### src/rtl/ahb_master_arbiter_pkg.sv
// Shared AHB-Lite encodings and helpers for the two-master arbiter.
package ahb_master_arbiter_pkg;

  typedef enum logic [1:0] {
    HTRANS_IDLE   = 2'b00,
    HTRANS_BUSY   = 2'b01,
    HTRANS_NONSEQ = 2'b10,
    HTRANS_SEQ    = 2'b11
  } htrans_e;

  typedef enum logic {
    HRESP_OKAY  = 1'b0,
    HRESP_ERROR = 1'b1
  } hresp_e;

  typedef enum logic [2:0] {
    HSIZE_BYTE  = 3'b000,
    HSIZE_HALF  = 3'b001,
    HSIZE_WORD  = 3'b010,
    HSIZE_DWORD = 3'b011
  } hsize_e;

  // NONSEQ and SEQ both carry a real transfer; IDLE and BUSY do not.
  function automatic logic is_active(input logic [1:0] trans);
    return trans[1];
  endfunction

endpackage

### src/rtl/ahb_master_arbiter_if.sv
// One master's link to the arbiter: request/address/write-data out, grant/response back.
interface ahb_master_arbiter_if #(
  parameter int DATA_WIDTH = 32,
  parameter int ADDR_WIDTH = 32
);

  logic                  hbusreq;
  logic                  hmastlock;
  logic [ADDR_WIDTH-1:0] haddr;
  logic [1:0]            htrans;
  logic                  hwrite;
  logic [2:0]            hsize;
  logic [DATA_WIDTH-1:0] hwdata;
  logic                  hgrant;
  logic [DATA_WIDTH-1:0] hrdata;
  logic                  hready;
  logic                  hresp;

  modport master (
    output hbusreq, hmastlock, haddr, htrans, hwrite, hsize, hwdata,
    input  hgrant, hrdata, hready, hresp
  );

  modport slave (
    input  hbusreq, hmastlock, haddr, htrans, hwrite, hsize, hwdata,
    output hgrant, hrdata, hready, hresp
  );

endinterface

### src/rtl/ahb_master_arbiter_next_owner.sv
// Combinational next-owner decision: lock, beat-limit yield, and park on the default master.
module ahb_master_arbiter_next_owner
  import ahb_master_arbiter_pkg::*;
#(
  parameter int   MAX_BEATS      = 4,
  parameter int   CNT_W          = 3,
  parameter logic DEFAULT_MASTER = 1'b0
) (
  input  logic             owner,
  input  logic [1:0]       hbusreq,
  input  logic [1:0]       hmastlock,
  input  logic [CNT_W-1:0] beat_cnt,
  input  logic [1:0]       owner_htrans,
  output logic             next_owner
);

  logic own_req;
  logic oth_req;
  logic own_lock;
  logic limit_hit;

  // The beat being accepted this cycle counts toward the limit, so the yield
  // lands exactly after MAX_BEATS address phases.
  always_comb begin
    own_req   = hbusreq[owner];
    oth_req   = hbusreq[~owner];
    own_lock  = hmastlock[owner];
    limit_hit = (int'(beat_cnt) + int'(is_active(owner_htrans))) >= MAX_BEATS;
    next_owner = owner;
    if (own_lock && own_req) begin
      next_owner = owner;
    end else if (oth_req && (!own_req || limit_hit)) begin
      next_owner = ~owner;
    end else if (!own_req && !oth_req) begin
      next_owner = DEFAULT_MASTER;
    end
  end

endmodule

### src/rtl/ahb_master_arbiter.sv
// Two-master AHB-Lite arbiter and bus mux; address and data phase owners are tracked separately.
module ahb_master_arbiter
  import ahb_master_arbiter_pkg::*;
#(
  parameter int DATA_WIDTH     = 32,
  parameter int ADDR_WIDTH     = 32,
  parameter int MAX_BEATS      = 4,
  parameter int DEFAULT_MASTER = 0
) (
  input  logic                  HCLK,
  input  logic                  HRESETn,
  ahb_master_arbiter_if.slave   m0,
  ahb_master_arbiter_if.slave   m1,
  output logic [ADDR_WIDTH-1:0] haddr,
  output logic [1:0]            htrans,
  output logic                  hwrite,
  output logic [2:0]            hsize,
  output logic                  hmastlock,
  output logic [DATA_WIDTH-1:0] hwdata,
  output logic                  hmaster,
  input  logic [DATA_WIDTH-1:0] hrdata,
  input  logic                  hready,
  input  logic                  hresp
);

  localparam int   CNT_W     = $clog2(MAX_BEATS + 1);
  localparam logic DEF_OWNER = 1'(DEFAULT_MASTER);

  logic             addr_owner;
  logic             data_owner;
  logic             data_active;
  logic [CNT_W-1:0] beat_cnt;
  logic             next_owner;

  ahb_master_arbiter_next_owner #(
    .MAX_BEATS      (MAX_BEATS),
    .CNT_W          (CNT_W),
    .DEFAULT_MASTER (DEF_OWNER)
  ) u_next_owner (
    .owner        (addr_owner),
    .hbusreq      ({m1.hbusreq, m0.hbusreq}),
    .hmastlock    ({m1.hmastlock, m0.hmastlock}),
    .beat_cnt     (beat_cnt),
    .owner_htrans (htrans),
    .next_owner   (next_owner)
  );

  // Everything advances only on hready, so a wait state freezes grant and data routing together.
  always_ff @(posedge HCLK or negedge HRESETn) begin
    if (!HRESETn) begin
      addr_owner  <= DEF_OWNER;
      data_owner  <= DEF_OWNER;
      data_active <= 1'b0;
      beat_cnt    <= '0;
    end else if (hready) begin
      addr_owner  <= next_owner;
      data_owner  <= addr_owner;
      data_active <= is_active(htrans);
      if (next_owner != addr_owner) begin
        beat_cnt <= '0;
      end else if (is_active(htrans) && (beat_cnt != CNT_W'(MAX_BEATS))) begin
        beat_cnt <= beat_cnt + CNT_W'(1);
      end
    end
  end

  // Address phase follows the address owner, write data follows whoever owns the data phase.
  always_comb begin
    haddr     = m0.haddr;
    htrans    = m0.htrans;
    hwrite    = m0.hwrite;
    hsize     = m0.hsize;
    hmastlock = m0.hmastlock;
    if (addr_owner) begin
      haddr     = m1.haddr;
      htrans    = m1.htrans;
      hwrite    = m1.hwrite;
      hsize     = m1.hsize;
      hmastlock = m1.hmastlock;
    end
    hwdata  = data_owner ? m1.hwdata : m0.hwdata;
    hmaster = addr_owner;

    m0.hgrant = !addr_owner;
    m1.hgrant = addr_owner;
    m0.hrdata = hrdata;
    m1.hrdata = hrdata;
    m0.hready = hready;
    m1.hready = hready;
    m0.hresp  = (data_active && !data_owner) ? hresp : HRESP_OKAY;
    m1.hresp  = (data_active &&  data_owner) ? hresp : HRESP_OKAY;
  end

endmodule

### src/flat_wrapper.sv
// flat-port wrapper written by rule: the top's interface ports become plain ports
module ahb_master_arbiter_flat import ahb_master_arbiter_pkg::*;
#(
  parameter int DATA_WIDTH     = 32,
  parameter int ADDR_WIDTH     = 32,
  parameter int MAX_BEATS      = 4,
  parameter int DEFAULT_MASTER = 0
)
  (HCLK, HRESETn, haddr, htrans, hwrite, hsize, hmastlock, hwdata, hmaster, hrdata, hready, hresp, m0_hbusreq, m0_hmastlock, m0_haddr, m0_htrans, m0_hwrite, m0_hsize, m0_hwdata, m0_hgrant, m0_hrdata, m0_hready, m0_hresp, m1_hbusreq, m1_hmastlock, m1_haddr, m1_htrans, m1_hwrite, m1_hsize, m1_hwdata, m1_hgrant, m1_hrdata, m1_hready, m1_hresp);
  ahb_master_arbiter_if #(.DATA_WIDTH(DATA_WIDTH), .ADDR_WIDTH(ADDR_WIDTH)) m0_i ();
  ahb_master_arbiter_if #(.DATA_WIDTH(DATA_WIDTH), .ADDR_WIDTH(ADDR_WIDTH)) m1_i ();
  input  logic HCLK;
  input  logic HRESETn;
  output logic [ADDR_WIDTH-1:0] haddr;
  output logic [1:0] htrans;
  output logic hwrite;
  output logic [2:0] hsize;
  output logic hmastlock;
  output logic [DATA_WIDTH-1:0] hwdata;
  output logic hmaster;
  input  logic [DATA_WIDTH-1:0] hrdata;
  input  logic hready;
  input  logic hresp;
  input wire logic [$bits(m0_i.hbusreq)-1:0] m0_hbusreq;
  input wire logic [$bits(m0_i.hmastlock)-1:0] m0_hmastlock;
  input wire logic [$bits(m0_i.haddr)-1:0] m0_haddr;
  input wire logic [$bits(m0_i.htrans)-1:0] m0_htrans;
  input wire logic [$bits(m0_i.hwrite)-1:0] m0_hwrite;
  input wire logic [$bits(m0_i.hsize)-1:0] m0_hsize;
  input wire logic [$bits(m0_i.hwdata)-1:0] m0_hwdata;
  output wire logic [$bits(m0_i.hgrant)-1:0] m0_hgrant;
  output wire logic [$bits(m0_i.hrdata)-1:0] m0_hrdata;
  output wire logic [$bits(m0_i.hready)-1:0] m0_hready;
  output wire logic [$bits(m0_i.hresp)-1:0] m0_hresp;
  input wire logic [$bits(m1_i.hbusreq)-1:0] m1_hbusreq;
  input wire logic [$bits(m1_i.hmastlock)-1:0] m1_hmastlock;
  input wire logic [$bits(m1_i.haddr)-1:0] m1_haddr;
  input wire logic [$bits(m1_i.htrans)-1:0] m1_htrans;
  input wire logic [$bits(m1_i.hwrite)-1:0] m1_hwrite;
  input wire logic [$bits(m1_i.hsize)-1:0] m1_hsize;
  input wire logic [$bits(m1_i.hwdata)-1:0] m1_hwdata;
  output wire logic [$bits(m1_i.hgrant)-1:0] m1_hgrant;
  output wire logic [$bits(m1_i.hrdata)-1:0] m1_hrdata;
  output wire logic [$bits(m1_i.hready)-1:0] m1_hready;
  output wire logic [$bits(m1_i.hresp)-1:0] m1_hresp;
  assign m0_i.hbusreq = m0_hbusreq;
  assign m0_i.hmastlock = m0_hmastlock;
  assign m0_i.haddr = m0_haddr;
  assign m0_i.htrans = m0_htrans;
  assign m0_i.hwrite = m0_hwrite;
  assign m0_i.hsize = m0_hsize;
  assign m0_i.hwdata = m0_hwdata;
  assign m0_hgrant = m0_i.hgrant;
  assign m0_hrdata = m0_i.hrdata;
  assign m0_hready = m0_i.hready;
  assign m0_hresp = m0_i.hresp;
  assign m1_i.hbusreq = m1_hbusreq;
  assign m1_i.hmastlock = m1_hmastlock;
  assign m1_i.haddr = m1_haddr;
  assign m1_i.htrans = m1_htrans;
  assign m1_i.hwrite = m1_hwrite;
  assign m1_i.hsize = m1_hsize;
  assign m1_i.hwdata = m1_hwdata;
  assign m1_hgrant = m1_i.hgrant;
  assign m1_hrdata = m1_i.hrdata;
  assign m1_hready = m1_i.hready;
  assign m1_hresp = m1_i.hresp;
  ahb_master_arbiter #(.DATA_WIDTH(DATA_WIDTH), .ADDR_WIDTH(ADDR_WIDTH), .MAX_BEATS(MAX_BEATS), .DEFAULT_MASTER(DEFAULT_MASTER)) u_core (.HCLK(HCLK), .HRESETn(HRESETn), .m0(m0_i), .m1(m1_i), .haddr(haddr), .htrans(htrans), .hwrite(hwrite), .hsize(hsize), .hmastlock(hmastlock), .hwdata(hwdata), .hmaster(hmaster), .hrdata(hrdata), .hready(hready), .hresp(hresp));
endmodule
### config.mk
export PLATFORM = sky130hd
export DESIGN_NAME = ahb_master_arbiter_flat
export DESIGN_NICKNAME = d
export VERILOG_FILES = /design/src/rtl/ahb_master_arbiter_pkg.sv /design/src/rtl/ahb_master_arbiter_if.sv /design/src/rtl/ahb_master_arbiter_next_owner.sv /design/src/rtl/ahb_master_arbiter.sv /design/src/flat_wrapper.sv
export SDC_FILE = /design/constraint.sdc
export NUM_CORES = 1
export LEC_CHECK = 0
export ABC_AREA = 1
export CAP_MARGIN = 15
export CORE_AREA = 2 2 125 127
export CTS_CLUSTER_DIAMETER = 40
export DETAILED_ROUTE_END_ITERATION = 8
export DIE_AREA = 0 0 127 129
export GPL_TIMING_DRIVEN = 0
export PLACE_DENSITY_LB_ADDON = 0.15
export RECOVER_POWER = 50
export SLEW_MARGIN = 20
export SYNTH_ARGS = -nofsm -noshare
export SYNTH_HDL_FRONTEND = slang
export SYNTH_SLANG_ARGS = --single-unit
### constraint.sdc
create_clock -name HCLK -period 2.2 [get_ports HCLK]
set_clock_uncertainty 0.1 [all_clocks]
set_input_delay 0.55 -clock HCLK [delete_from_list [all_inputs] [get_ports HCLK]]
set_output_delay 0.55 -clock HCLK [all_outputs]
set_load 0.02 [all_outputs]
==> impl_metrics.env, run 1 <==
export IMPL_power_density_mw_per_mm2=530.9
export IMPL_final_area_mm2=0.004974
export IMPL_clkLatencyLatePin_ns=0.23
export IMPL_startpoint="m0_hwdata[6]"
export IMPL_dpl_hpwl_um=9537
export IMPL_period_share=0.9811
export IMPL_arrival_ns=1.51
export IMPL_setup_violations=0
export IMPL_hold_viol=0
export IMPL_io_buffers=289
export IMPL_wl_um=10740
export IMPL_reg2reg_depth=13
export IMPL_synthTopCellsByArea="nand2_1, buf_4, dfrtp_1"
export IMPL_placed_cell_area_mm2=0.004936
export IMPL_timing_rr_start="u_core.hmaster"
export IMPL_worst_setup_path_type="in -> out"
export IMPL_start_kind="primary input"
export IMPL_syn_num_nets=537
export IMPL_ioPinCount=322
export IMPL_cts_sinks=6
export IMPL_antenna_found_initial=0
export IMPL_final_cells=837
export IMPL_clk_pin_slew_worst_paths_ns=0.03
export IMPL_relSlewSlack=0.7973
export IMPL_setup_tns_ns=0
export IMPL_grt_pass1_vias=3072
export IMPL_path_max_fanout=1
export IMPL_synth_seq_cells=6
export IMPL_grt_max_degree=11
export IMPL_synth_top_area_cell="nand2_1"
export IMPL_grt_pass1_wl_um=15100
export IMPL_postCtsHoldBufs=0
export IMPL_clock_path_buffers=2
export IMPL_max_freq_mhz=463.3
export IMPL_power_leakage_nw=2.546
export IMPL_hold_path_class="reg -> reg"
export IMPL_synth_top_flop_cell="dfrtp_1"
export IMPL_yosysMostFrequentCell="nand2_1"
export IMPL_ys_warn_count=0
export IMPL_maxCapViolCount=0
export IMPL_antenna_cells=0
export IMPL_final_antenna_net_count=0
export IMPL_syn_area_mm2=0.001808
export IMPL_outcome="finished, final reports clean"
export IMPL_overflow=0
export IMPL_via_per_inst=3.691
export IMPL_rrSetupSlack_ns=0.49
export IMPL_track_usage=0.1141
export IMPL_die_area_mm2=0.01638
export IMPL_slew_viol_final=0
export IMPL_r2r_end="u_core.beat_cnt[0]"
export IMPL_fin_crit_ns=2.158
export IMPL_rows=45
export IMPL_yosysUniqueCellTypes=24
export IMPL_synth_edf_count=0
export IMPL_cts_buffers=3
export IMPL_ys_async_sr_fraction=1.000
export IMPL_synth_avg_cell_area_um2=5.093
export IMPL_htreeDepth=1
export IMPL_dr_pass1_iters=4
export IMPL_drive_gt1_frac=0.2080
export IMPL_synth_top_cells_by_count="nand2_1, buf_4, inv_1"
export IMPL_end_kind="primary output"
export IMPL_cts_tree="built"
export IMPL_drt_initial_drc_count=68
export IMPL_synth_top_cell_area_share=0.4734
export IMPL_hold_ws_ns=0.4659
export IMPL_gp_congestion=0.7388
export IMPL_fp_dieW_um=127
export IMPL_area_growth_pct=175.1
export IMPL_vdd_ir_drop_max_uv=203.1
export IMPL_dr_total_vias=3089
export IMPL_dp_cells=832
export IMPL_design_power_total_w=0.002641
export IMPL_ys_seq_area_frac=0.08304
export IMPL_drc_errors=0
export IMPL_layout_nets=833
export IMPL_synthCells=355
export IMPL_endpoint="hwdata[6]"
export IMPL_cts_root_buf="clkbuf_16"
export IMPL_initial_utilization=0.1207
export IMPL_worst_pin_slew_ns=0.3031
export IMPL_cp_required_ns=1.55
export IMPL_coreArea_mm2=0.01498
export IMPL_avgRoutedWirePerCell_um=12.83
export IMPL_die_y_um=129
-- final cells by class --
| cell class | instances | area [um2] |
|---|---|---|
| Buffer | 82 | 640.6 |
| Clock buffer | 3 | 75.07 |
| Fill cell | 1677 | 10000 |
| Inverter | 15 | 63.81 |
| Multi-Input combinational cell | 251 | 1020 |
| Sequential cell | 6 | 151.4 |
| Tap cell | 188 | 235.2 |
| Timing Repair Buffer | 292 | 2788 |
-- critical path, cell delays in order --
cell,delay [ns]
clkdlybuf4s50_1,0.51
nand2_1,0.07
nand2_1,0.05
dlygate4sd2_1,0.32
-- how the worst min path moves through the flow --
stage	startpoint	to	slack, ns	cells after the start
floorplan	HRESETn	u_core.beat_cnt[0]	0.15	0
global placement	u_core.data_active	u_core.data_active	0.43	2
detailed placement	u_core.beat_cnt[1]	u_core.beat_cnt[1]	0.46	2
CTS	u_core.beat_cnt[1]	u_core.beat_cnt[1]	0.47	2
global route	u_core.beat_cnt[1]	u_core.beat_cnt[1]	0.48	2
finish	u_core.data_active	u_core.data_active	0.47	2
-- metrics by stage --
step / util / worst slack (ns)
floorplan: - / 0.1703
global placement: 0.3296 / -0.5974
detailed placement: 0.3296 / -0.6084
CTS: 0.3340 / -0.007284
global route: 0.3321 / -0.004337
finish: 0.3321 / 0.04155
-- state kept, by name (all words and copies together) (netlist names) --
signal / count
u_core.data_active: 1
u_core.beat_cnt: 3
u_core.hmaster: 1
u_core.data_owner: 1
-- power breakdown --
part | leakage, nW | total, W | internal, W | switching (W)
Combinational | 2.43 | 0.00216 | 0.000982 | 0.00117
Clock | 0.0370 | 0.000293 | 0.000233 | 0.0000599
Sequential | 0.0761 | 0.000191 | 0.000146 | 0.0000445
Total | 2.55 | 0.00264 | 0.00136 | 0.00128
-- what timing repair did --
item / 4_1_cts / 5_1_grt
setup buffers: 0 / 3
setup endpoints to repair: 76 / 60
gates resized for setup: 191 / 32
-- cells by family (layout without fill, tap and decap cells) --
logic type | after synthesis | count (layout) | synth area share
compound gates | 7 | 7 | 0.02491
xor+xnor | 1 | 1 | 0.004845
fa+ha+maj | 2 | 2 | 0.01384
buf+inv | 98 | 392 | 0.3495
flops | 6 | 6 | 0.08304
simple gates | 241 | 241 | 0.5239
-- cells in the final DEF (no fill, tap or decap), types with 2 or more instances in the layout --
| master | n |
|---|---|
| dlygate4sd2_1 | 27 |
| clkbuf_2 | 11 |
| nand2_4 | 2 |
| clkbuf_4 | 3 |
| o21ai_0 | 3 |
| a21oi_1 | 2 |
| inv_1 | 13 |
| dlygate4sd3_1 | 56 |
| clkdlybuf4s15_1 | 13 |
| buf_4 | 72 |
| clkdlybuf4s50_1 | 155 |
| clkbuf_16 | 3 |
| clkdlybuf4s15_2 | 13 |
| dfrtp_1 | 5 |
| nand2_1 | 229 |
| buf_2 | 16 |
| ha_1 | 2 |
| buf_6 | 5 |
| nand3_1 | 5 |
-- metal layers --
layer / GRT usage / share of wire / up-vias
li1: - / - / 1579
met3: 0.04657 / 0.13 / 2
met5: 0 / 0 / -
met1: 0.1171 / 0.34 / 1307
met2: 0.2252 / 0.53 / 201
met4: 0.009050 / 0.0011 / 0
Power figures use the tool's default switching activity.
==> run 2: changes to the inputs <==
CORE_AREA = 2 2 126 128   (was 2 2 125 127)
DIE_AREA = 0 0 128 130   (was 0 0 127 129)
clock period = 2.8 ns   (was 2.2 ns; I/O delays follow)
==> run 2 against run 1 <==
  * Critical path depth is the same
  * Flip-flop and latch count stayed put
  * Clock power decreased by 21%
  * Via count fell by 1.9%
  * Combinational power fell by 19%
  * Global-route usage increased by 0.48 points
  * Sequential share of layout area shrank 0.069 points
  * Largest cell class unchanged
  * Largest power group unchanged
==> impl_metrics.env, run 2 (same netlist as run 1, synthesis figures left out) <==
export IMPL_outcome="finished, final reports clean"
export IMPL_overflow=0
export IMPL_seq_area_um2=150.1
export IMPL_cp_required_ns=2.00
export IMPL_endpoint="haddr[0]"
export IMPL_grt_pass1_vias=3008
export IMPL_drive_gt1_frac=0.1409
export IMPL_via_per_inst=3.611
export IMPL_grt_pass1_wl_um=15440
export IMPL_initial_utilization=0.1172
export IMPL_r2r_end="u_core.beat_cnt[0]"
export IMPL_dr_pass1_iters=4
export IMPL_io_buffers=289
export IMPL_holdPathStages=2
export IMPL_period_share=0.9831
export IMPL_drc_errors=0
export IMPL_worst_pin_slew_ns=0.4007
export IMPL_maxCapViolCount=0
export IMPL_hold_viol=0
export IMPL_vdd_ir_drop_max_uv=146.7
export IMPL_avgRoutedWirePerCell_um=12.99
export IMPL_critPathSlowestCell="clkdlybuf4s50_1"
export IMPL_cp_num_buf_inv=2
export IMPL_cts_sinks=6
export IMPL_slew_viol_final=0
export IMPL_fin_crit_ns=2.753
export IMPL_hp_start="u_core.data_active"
export IMPL_track_usage=0.1189
export IMPL_clkLatencyLatePin_ns=0.23
export IMPL_layout_commonest_cell="nand2_1"
export IMPL_dpl_hpwl_um=9942
export IMPL_cts_buffers=3
export IMPL_antenna_found_initial=1
export IMPL_fillers=1697
export IMPL_multi_input_area_mm2=0.001017
export IMPL_clk_pin_slew_worst_paths_ns=0.03
export IMPL_area_growth_pct=179.2
export IMPL_rsz0062_at_grt="false"
export IMPL_power_density_mw_per_mm2=421.8
export IMPL_start_kind="primary input"
export IMPL_largest_reg_flops=3
export IMPL_end_kind="primary output"
export IMPL_grt_max_degree=11
export IMPL_clock_path_buffers=2
export IMPL_die_y_um=130
export IMPL_arrival_ns=1.95
export IMPL_cp_cell_sequence="clkdlybuf4s50_1 > nand2_1 > nand2_1 > clkdlybuf4s50_1"
export IMPL_coreArea_mm2=0.01542
export IMPL_timing_rr_start="u_core.hmaster"
export IMPL_wl_um=10900
export IMPL_die_area_mm2=0.01664
export IMPL_htreeDepth=1
export IMPL_worst_path_stages=4
export IMPL_gp_congestion=0.7672
export IMPL_critical_path_top_delay_family="buffers and inverters"
export IMPL_hold_path_class="reg -> reg"
export IMPL_setup_violations=0
export IMPL_mostFrequentLayoutCells="nand2_1, clkdlybuf4s50_1, buf_4, dlygate4sd3_1, dlygate4sd2_1"
export IMPL_final_antenna_net_count=0
export IMPL_cts_root_buf="clkbuf_16"
export IMPL_dr_total_vias=3030
export IMPL_rrSetupSlack_ns=1.02
export IMPL_path_max_fanout=1
export IMPL_dp_cells=836
export IMPL_rows=46
export IMPL_relSlewSlack=0.7329
export IMPL_drt_initial_drc_count=63
export IMPL_startpoint="m1_haddr[0]"
export IMPL_power_leakage_nw=2.616
export IMPL_worst_setup_path_type="in -> out"
export IMPL_largest_register="u_core.beat_cnt"
export IMPL_max_freq_mhz=363.3
export IMPL_final_cells=839
export IMPL_hold_ws_ns=0.4436
export IMPL_layout_nets=830
export IMPL_ioPinCount=322
export IMPL_reg2reg_depth=13
export IMPL_slowest_delay_ns=0.60
export IMPL_fp_dieW_um=128
export IMPL_cts_tree="built"
## run 2: changes by cell type in the layout (fill, tap and decap cells not counted), sizes merged
cell | before | now
dlymetal6s2s | 0 | 13
clkdlybuf4s15 | 26 | 0
dlygate4sd2 | 27 | 19
dlygate4sd3 | 56 | 66
buf | 95 | 73
diode | 0 | 1
clkdlybuf4s50 | 155 | 191
clkbuf | 18 | 12
## run 2: worst min path at each step
stage	endpoint
after floorplan	u_core.beat_cnt[0]
after global placement	u_core.data_active
after detailed placement	u_core.data_active
after CTS	u_core.data_active
after global routing	u_core.data_active
final	u_core.data_active
## run 2: final cells by class
type / count / share of cell area
repair buffers: 289 / 0.5749
multi-input cells: 251 / 0.2015
plain buffers: 82 / 0.1190
well taps: 192 / 0.04760
flip-flops and latches: 6 / 0.02975
clock buffers: 3 / 0.01487
inverters: 15 / 0.01190
diodes: 1 / 0.0004958
## run 2: worst reg2reg max path: cells and delay by family (launching register included)
kind	cells	cell delay, ns
simple gates	11	0.86
buf+inv	2	0.28
flops	1	0.42
## run 2: where the power goes
| part | internal [W] | switching (W) |
|---|---|---|
| clock | 0.000183 | 0.0000479 |
| sequential | 0.000114 | 0.0000350 |
| combinational | 0.000832 | 0.000917 |
| total | 0.00113 | 0.00100 |
## run 2: what timing repair did
item	in CTS	in global routing
resized for setup	35	19
endpoints found under the hold margin	0	0
hold buffers	0	0
buffers inserted	0	0
setup endpoints to repair	75	29
## run 2: per-stage QoR
stage                     setup TNS (ns)  utilization  total power, W  cell area [um2]  setup WS, ns
after floorplan                        0            -        0.001040             1808        0.6203
after global placement            -3.010       0.3203        0.001976             4941       -0.2624
after detailed placement          -3.016       0.3203        0.001986             4941       -0.2781
after CTS                              0       0.3251        0.002204             5015      0.006759
after global routing                   0       0.3272        0.002302             5047      0.003867
final                                  0       0.3272        0.002129             5047       0.04725
## run 2: per-layer routing
layer  global-route usage  vias up  wire, um
li1                     -     1571         -
met1               0.1049     1263      3458
met2               0.2510      194      6035
met3              0.04592        2      1336
met4              0.02521        0        67
met5                    0        -         0
